## src/rtl/mem_port_arbiter_if.sv

```systemverilog
// Request/grant/valid bundle between the fetch and data requesters, the
// shared single-ported memory, and the arbiter that serialises them.
interface mem_port_arbiter_if #(
  parameter int ADDR_W = 32,
  parameter int DATA_W = 32
);
  logic              if_req_pi;
  logic [ADDR_W-1:0] if_addr_pi;
  logic              if_gnt_po;
  logic              if_valid_po;
  logic [DATA_W-1:0] if_rdata_po;

  logic              d_req_pi;
  logic              d_we_pi;
  logic [ADDR_W-1:0] d_addr_pi;
  logic [DATA_W-1:0] d_wdata_pi;
  logic              d_gnt_po;
  logic              d_valid_po;
  logic [DATA_W-1:0] d_rdata_po;

  logic              mem_en_po;
  logic              mem_we_po;
  logic [ADDR_W-1:0] mem_addr_po;
  logic [DATA_W-1:0] mem_wdata_po;
  logic [DATA_W-1:0] mem_rdata_pi;
  logic              mem_ready_pi;

  logic              stall_po;

  modport master (
    input  if_req_pi, if_addr_pi,
    input  d_req_pi, d_we_pi, d_addr_pi, d_wdata_pi,
    input  mem_rdata_pi, mem_ready_pi,
    output if_gnt_po, if_valid_po, if_rdata_po,
    output d_gnt_po, d_valid_po, d_rdata_po,
    output mem_en_po, mem_we_po, mem_addr_po, mem_wdata_po,
    output stall_po
  );

  modport slave (
    output if_req_pi, if_addr_pi,
    output d_req_pi, d_we_pi, d_addr_pi, d_wdata_pi,
    output mem_rdata_pi, mem_ready_pi,
    input  if_gnt_po, if_valid_po, if_rdata_po,
    input  d_gnt_po, d_valid_po, d_rdata_po,
    input  mem_en_po, mem_we_po, mem_addr_po, mem_wdata_po,
    input  stall_po
  );
endinterface

```

## src/rtl/mem_port_arbiter.sv

```systemverilog
// Fetch/data arbiter for one variable-latency memory port; data wins ties
// unless fetch has lost STARVE_MAX times in a row. MEM_PORT_ARBITER_PERF_EN adds perf counters.
module mem_port_arbiter #(
  parameter int ADDR_W     = 32,
  parameter int DATA_W     = 32,
  parameter int STARVE_MAX = 4
) (
  input  logic clk_pi,
  input  logic reset_pi,
`ifdef MEM_PORT_ARBITER_PERF_EN
  output logic [31:0] perf_if_wait_po,
  output logic [31:0] perf_d_cnt_po,
`endif
  mem_port_arbiter_if.master bus
);

  typedef enum logic [1:0] {IDLE, BUSY_IF, BUSY_D} state_e;

  localparam logic [3:0] STARVE_LIM = 4'(STARVE_MAX);

  state_e            state_q, state_d;
  logic [3:0]        starve_q, starve_d;
  logic              mem_en_q, mem_en_d;
  logic              mem_we_q, mem_we_d;
  logic [ADDR_W-1:0] mem_addr_q, mem_addr_d;
  logic [DATA_W-1:0] mem_wdata_q, mem_wdata_d;
  logic              if_valid_q, if_valid_d;
  logic              d_valid_q, d_valid_d;
  logic [DATA_W-1:0] if_rdata_q, if_rdata_d;
  logic [DATA_W-1:0] d_rdata_q, d_rdata_d;

  logic arb_pt, fetch_starved, pick_d, pick_if;

  always_comb begin
    // A busy cycle whose access completes is also an arbitration point,
    // so the next access starts without an idle bubble.
    arb_pt        = (state_q == IDLE) || bus.mem_ready_pi;
    fetch_starved = (starve_q >= STARVE_LIM);
    pick_d        = arb_pt && bus.d_req_pi && (!fetch_starved || !bus.if_req_pi);
    pick_if       = arb_pt && bus.if_req_pi && !pick_d;

    state_d     = state_q;
    mem_addr_d  = mem_addr_q;
    mem_wdata_d = mem_wdata_q;
    mem_we_d    = mem_we_q;
    if (pick_d) begin
      state_d     = BUSY_D;
      mem_addr_d  = bus.d_addr_pi;
      mem_wdata_d = bus.d_wdata_pi;
      mem_we_d    = bus.d_we_pi;
    end else if (pick_if) begin
      state_d    = BUSY_IF;
      mem_addr_d = bus.if_addr_pi;
      mem_we_d   = 1'b0;
    end else if (arb_pt) begin
      state_d  = IDLE;
      mem_we_d = 1'b0;
    end
    mem_en_d = (state_d != IDLE);

    if_valid_d = (state_q == BUSY_IF) && bus.mem_ready_pi;
    d_valid_d  = (state_q == BUSY_D) && bus.mem_ready_pi;
    if_rdata_d = if_valid_d ? bus.mem_rdata_pi : if_rdata_q;
    // Store completions leave the last loaded word in place.
    d_rdata_d  = (d_valid_d && !mem_we_q) ? bus.mem_rdata_pi : d_rdata_q;

    starve_d = starve_q;
    if (!bus.if_req_pi || pick_if) begin
      starve_d = 4'd0;
    end else if (pick_d && !fetch_starved) begin
      starve_d = starve_q + 4'd1;
    end
  end

  always_ff @(posedge clk_pi or negedge reset_pi) begin
    if (!reset_pi) begin
      state_q     <= IDLE;
      starve_q    <= 4'd0;
      mem_en_q    <= 1'b0;
      mem_we_q    <= 1'b0;
      mem_addr_q  <= '0;
      mem_wdata_q <= '0;
      if_valid_q  <= 1'b0;
      d_valid_q   <= 1'b0;
      if_rdata_q  <= '0;
      d_rdata_q   <= '0;
    end else begin
      state_q     <= state_d;
      starve_q    <= starve_d;
      mem_en_q    <= mem_en_d;
      mem_we_q    <= mem_we_d;
      mem_addr_q  <= mem_addr_d;
      mem_wdata_q <= mem_wdata_d;
      if_valid_q  <= if_valid_d;
      d_valid_q   <= d_valid_d;
      if_rdata_q  <= if_rdata_d;
      d_rdata_q   <= d_rdata_d;
    end
  end

  assign bus.if_gnt_po    = pick_if;
  assign bus.d_gnt_po     = pick_d;
  assign bus.if_valid_po  = if_valid_q;
  assign bus.d_valid_po   = d_valid_q;
  assign bus.if_rdata_po  = if_rdata_q;
  assign bus.d_rdata_po   = d_rdata_q;
  assign bus.mem_en_po    = mem_en_q;
  assign bus.mem_we_po    = mem_we_q && mem_en_q;
  assign bus.mem_addr_po  = mem_addr_q;
  assign bus.mem_wdata_po = mem_wdata_q;
  assign bus.stall_po     = (state_q != IDLE) || bus.if_req_pi || bus.d_req_pi;

`ifdef MEM_PORT_ARBITER_PERF_EN
  logic [31:0] perf_if_wait_q, perf_if_wait_d;
  logic [31:0] perf_d_cnt_q, perf_d_cnt_d;

  always_comb begin
    perf_if_wait_d = perf_if_wait_q + ((bus.if_req_pi && !pick_if) ? 32'd1 : 32'd0);
    perf_d_cnt_d   = perf_d_cnt_q + (pick_d ? 32'd1 : 32'd0);
  end

  always_ff @(posedge clk_pi or negedge reset_pi) begin
    if (!reset_pi) begin
      perf_if_wait_q <= '0;
      perf_d_cnt_q   <= '0;
    end else begin
      perf_if_wait_q <= perf_if_wait_d;
      perf_d_cnt_q   <= perf_d_cnt_d;
    end
  end

  assign perf_if_wait_po = perf_if_wait_q;
  assign perf_d_cnt_po   = perf_d_cnt_q;
`endif

endmodule

```

## src/flat_wrapper.sv

```systemverilog
// flat-port wrapper written by rule: the top's interface ports become plain ports
module mem_port_arbiter_flat 
#(
  parameter int ADDR_W     = 32,
  parameter int DATA_W     = 32,
  parameter int STARVE_MAX = 4
)
  (clk_pi, reset_pi, bus_if_req_pi, bus_if_addr_pi, bus_d_req_pi, bus_d_we_pi, bus_d_addr_pi, bus_d_wdata_pi, bus_mem_rdata_pi, bus_mem_ready_pi, bus_if_gnt_po, bus_if_valid_po, bus_if_rdata_po, bus_d_gnt_po, bus_d_valid_po, bus_d_rdata_po, bus_mem_en_po, bus_mem_we_po, bus_mem_addr_po, bus_mem_wdata_po, bus_stall_po);
  mem_port_arbiter_if #(.ADDR_W(ADDR_W), .DATA_W(DATA_W)) bus_i ();
  input  logic clk_pi;
  input  logic reset_pi;
  input wire logic [$bits(bus_i.if_req_pi)-1:0] bus_if_req_pi;
  input wire logic [$bits(bus_i.if_addr_pi)-1:0] bus_if_addr_pi;
  input wire logic [$bits(bus_i.d_req_pi)-1:0] bus_d_req_pi;
  input wire logic [$bits(bus_i.d_we_pi)-1:0] bus_d_we_pi;
  input wire logic [$bits(bus_i.d_addr_pi)-1:0] bus_d_addr_pi;
  input wire logic [$bits(bus_i.d_wdata_pi)-1:0] bus_d_wdata_pi;
  input wire logic [$bits(bus_i.mem_rdata_pi)-1:0] bus_mem_rdata_pi;
  input wire logic [$bits(bus_i.mem_ready_pi)-1:0] bus_mem_ready_pi;
  output wire logic [$bits(bus_i.if_gnt_po)-1:0] bus_if_gnt_po;
  output wire logic [$bits(bus_i.if_valid_po)-1:0] bus_if_valid_po;
  output wire logic [$bits(bus_i.if_rdata_po)-1:0] bus_if_rdata_po;
  output wire logic [$bits(bus_i.d_gnt_po)-1:0] bus_d_gnt_po;
  output wire logic [$bits(bus_i.d_valid_po)-1:0] bus_d_valid_po;
  output wire logic [$bits(bus_i.d_rdata_po)-1:0] bus_d_rdata_po;
  output wire logic [$bits(bus_i.mem_en_po)-1:0] bus_mem_en_po;
  output wire logic [$bits(bus_i.mem_we_po)-1:0] bus_mem_we_po;
  output wire logic [$bits(bus_i.mem_addr_po)-1:0] bus_mem_addr_po;
  output wire logic [$bits(bus_i.mem_wdata_po)-1:0] bus_mem_wdata_po;
  output wire logic [$bits(bus_i.stall_po)-1:0] bus_stall_po;
  assign bus_i.if_req_pi = bus_if_req_pi;
  assign bus_i.if_addr_pi = bus_if_addr_pi;
  assign bus_i.d_req_pi = bus_d_req_pi;
  assign bus_i.d_we_pi = bus_d_we_pi;
  assign bus_i.d_addr_pi = bus_d_addr_pi;
  assign bus_i.d_wdata_pi = bus_d_wdata_pi;
  assign bus_i.mem_rdata_pi = bus_mem_rdata_pi;
  assign bus_i.mem_ready_pi = bus_mem_ready_pi;
  assign bus_if_gnt_po = bus_i.if_gnt_po;
  assign bus_if_valid_po = bus_i.if_valid_po;
  assign bus_if_rdata_po = bus_i.if_rdata_po;
  assign bus_d_gnt_po = bus_i.d_gnt_po;
  assign bus_d_valid_po = bus_i.d_valid_po;
  assign bus_d_rdata_po = bus_i.d_rdata_po;
  assign bus_mem_en_po = bus_i.mem_en_po;
  assign bus_mem_we_po = bus_i.mem_we_po;
  assign bus_mem_addr_po = bus_i.mem_addr_po;
  assign bus_mem_wdata_po = bus_i.mem_wdata_po;
  assign bus_stall_po = bus_i.stall_po;
  mem_port_arbiter #(.ADDR_W(ADDR_W), .DATA_W(DATA_W), .STARVE_MAX(STARVE_MAX)) u_core (.clk_pi(clk_pi), .reset_pi(reset_pi), .bus(bus_i));
endmodule
```

## config.mk

```make
export PLATFORM = sky130hd
export DESIGN_NAME = mem_port_arbiter_flat
export DESIGN_NICKNAME = d
export VERILOG_FILES = /design/src/rtl/mem_port_arbiter_if.sv /design/src/rtl/mem_port_arbiter.sv /design/src/flat_wrapper.sv
export SDC_FILE = /design/constraint.sdc
export NUM_CORES = 1
export LEC_CHECK = 0
export BUFFER_PORTS_ARGS = -buffer_cell sky130_fd_sc_hd__buf_2
export CAP_MARGIN = 20
export CORE_UTILIZATION = 50
export DETAILED_ROUTE_END_ITERATION = 8
export GPL_TIMING_DRIVEN = 0
export PLACE_DENSITY = 0.83
export SLEW_MARGIN = 20
export SYNTH_ARGS = -nofsm -noshare
export SYNTH_HDL_FRONTEND = slang
export SYNTH_SLANG_ARGS = --single-unit
```

## constraint.sdc

```tcl
create_clock -name clk_pi -period 2.3 [get_ports clk_pi]
set_input_delay 0.345 -clock clk_pi [delete_from_list [all_inputs] [get_ports clk_pi]]
set_output_delay 0.345 -clock clk_pi [all_outputs]
set_load 0.02 [all_outputs]
```

==> impl_metrics.json <==
{
  "status": "complete, no violations",
  "seqCellArea_um2": 3450,
  "powerDensity_nw_per_um2": 1030,
  "final_common_cell": "buf_2",
  "post_drt_wl_per_cell_um": 18.1,
  "htree_num_levels": 4,
  "total_leakage_power_nw": 4.36,
  "cp-start-kind": "register",
  "dp_slack_ns": 0.246,
  "finalPower_w": 0.00893,
  "relSlewSlack_pct": 64.4,
  "synth_warnings": 0,
  "start_util_pct": 51.1,
  "whs_ns": 0.139,
  "hold_violations": 0,
  "die-area_um2": 13300,
  "track_usage_pct": 27.3,
  "antenna_found_initial": 0,
  "crit_path_max_incr_delay_ns": 0.43,
  "num_vias": 5389,
  "reg2regPathDepth": 5,
  "clock_path_buffers": 2,
  "final-setup-viol-count": 0,
  "hp-class": "primary input to register",
  "design_area_um2": 8660,
  "hp-start": "bus_d_wdata_pi[15]",
  "r2r_start": "u_core.starve_q[3]",
  "end_kind": "output pin",
  "synth-seq-cells": 138,
  "nFillCells": 934,
  "area_growth_pct": 34.9,
  "syn_avg_cell_area_um2": 12.9,
  "r2r_end": "u_core.bus.mem_addr_po[15]",
  "n_antenna_cell": 0,
  "maxCapViolations": 0,
  "fin_worst_skew_ns": 0.00726,
  "synth_cell_types": 36,
  "die_h_um": 115,
  "postSynthCellCount": 498,
  "place_hpwl_um": 12700,
  "layout-drive-gt1-share_pct": 49.3,
  "grt_pass1_wl_um": 27600,
  "hold-path-cell-count": 2,
  "drt_iter0_drc": 395,
  "yosysSeqAreaShare_pct": 53.8,
  "tritoncts": "done",
  "grt_pass1_vias": 5533,
  "core_um2": 12600,
  "overflow": 0,
  "firstDrtPassIters": 7,
  "gp_congestion": 0.830,
  "final_cell_mix": "276 x buf_2, 138 x dfrtp_1, 64 x mux2_2",
  "crit_chain": "o21bai_1 > buf_4 > nand3_4 > buf_6 > inv_1 > buf_2",
  "post-route-util_pct": 68.9,
  "cp_slowest_cell": "dfrtp_1",
  "required_ns": 1.96,
  "drc_errors": 0,
  "multi_input_area_um2": 2590,
  "critPathKind": "register to output pin",
  "cp.arrival_ns": 1.82,
  "cts_sinks": 138,
  "syn_nets": 633,
  "worst_pin_slew_ns": 0.535,
  "drtAntennaViolNets": 0,
  "netlist_area_um2": 6420,
  "final_nets": 922,
  "dieWidth_um": 115,
  "rows": 41,
  "final_max_slew_viol_count": 0,
  "wirelength_um": 17600,
  "portBuffers": 267,
  "layout_setup_ws_ns": 0.136,
  "critPathMaxFanout": 10,
  "ff2ff_setup_slack_ns": 0.54,
  "post_dp_cell_area_um2": 8010,
  "clkLatencyLatePin_ns": 0.42,
  "period_share_pct": 94.1,
  "hold_path_end": "u_core.bus.mem_wdata_po[15]",
  "clockRootBuffer": "clkbuf_16",
  "vias_per_cell": 5.54,
  "clkSlewWorstSetupHoldPaths_ns": 0.06,
  "fin_crit_ns": 2.16,
  "ir_worst_vdd_v": 0.000393,
  "io_pins": 269,
  "timing.fmax_ghz": 0.462,
  "rsz0062_at_grt": "no",
  "cts_buffers": 17,
  "grt_max_degree": 84
}
metal layers:
layer  share of wire (%)  global-route usage, %
met3                 7.9                   7.38
met4                 3.0                   15.8
met5                   0                      0
met2                  50                   46.2
met1                  39                   31.0
synthesized netlist by cell type (all sizes together):
cell	number	share of area [%]
dfrtp	138	54
mux2	96	17
inv	37	2.2
a221oi	32	4.4
mux2i	32	5.0
nand2b	32	3.1
o22ai	32	3.1
or4b	32	5.0
buf	25	2.8
clkbuf	16	0.94
nand3	4	0.51
a21oi	3	0.23
nand2	3	0.18
o21ai	2	0.16
a21o	1	0.12
a22o	1	0.14
and2	1	0.098
and3	1	0.098
and3b	1	0.14
ha	1	0.19
nand3b	1	0.12
nor2b	1	0.098
nor3	1	0.16
nor3b	1	0.19
o21ba	1	0.16
o21bai	1	0.12
or3	1	0.098
or4	1	0.12
repair_timing:
| action | 4_1_cts | 5_1_grt |
|---|---|---|
| endpoints found under the setup margin | 1 | 1 |
| hold buffers | 1 | 0 |
| hold endpoints to repair | 55 | 0 |
| setup buffers | 0 | 1 |
| pin swaps | 0 | 1 |
| resized for setup | 2 | 0 |
| cloned | 0 | 0 |
power breakdown:
| group | switching, W | total [W] | internal (W) |
|---|---|---|---|
| Combinational | 0.00155 | 0.00264 | 0.00108 |
| Clock | 0.00104 | 0.00291 | 0.00187 |
| Sequential | 0.000345 | 0.00338 | 0.00304 |
| Total | 0.00294 | 0.00893 | 0.00599 |
metrics by stage:
| step | setup TNS [ns] | instances |
|---|---|---|
| finish | 0 | 972 |
| global route | 0 | 972 |
| CTS | 0 | 971 |
| detailed placement | 0 | 938 |
| global placement | -126.02 | 937 |
| floorplan | 0 | 498 |
how the worst max path moves through the flow:
stage,from,to,slack [ns]
2_1_floorplan,bus_d_req_pi,bus_if_gnt_po,0.77
3_3_place_gp,reset_pi,u_core.bus.mem_wdata_po[16],-0.92
3_5_place_dp,bus_mem_ready_pi,bus_if_gnt_po,0.25
4_1_cts,u_core.state_q[0],bus_if_gnt_po,0.03
5_1_grt,u_core.state_q[0],bus_d_gnt_po,0.02
6_report,u_core.state_q[0],bus_d_gnt_po,0.14
state kept, by name, summed over array words and instances (netlist names):
signal	flops
u_core.bus.if_valid_po	1
u_core.bus.mem_wdata_po	32
u_core.bus.d_valid_po	1
u_core.mem_we_q	1
u_core.bus.mem_en_po	1
u_core.bus.if_rdata_po	32
u_core.state_q	2
u_core.starve_q	4
u_core.bus.d_rdata_po	32
u_core.bus.mem_addr_po	32
area by class of cell:
cell class | count | share of cell area, %
Sequential cell | 138 | 39.9
Multi-Input combinational cell | 282 | 30.0
Inverter | 37 | 1.60
Tap cell | 172 | 2.48
Clock inverter | 11 | 1.94
Clock buffer | 21 | 5.31
Buffer | 41 | 2.79
Timing Repair Buffer | 270 | 16.1
worst max-delay path: cells and delay by family (launching register included):
family / cells / cell delay (ns)
AOI/OAI and AO/OA: 1 / 0.14
DFF: 1 / 0.43
and+or+nand+nor: 1 / 0.16
buffers and inverters: 4 / 0.67
kinds of logic (layout without fill, tap and decap cells):
family          after synthesis  count (layout)  synth area share [%]
compound gates               73              73                  8.40
fa+ha+maj                     1               1                 0.195
mux                         128             128                  21.8
buf+inv                      78             380                  5.89
simple gates                 80              80                  9.90
flops                       138             138                  53.8
Note: power is estimated with default switching activity, not from simulation.
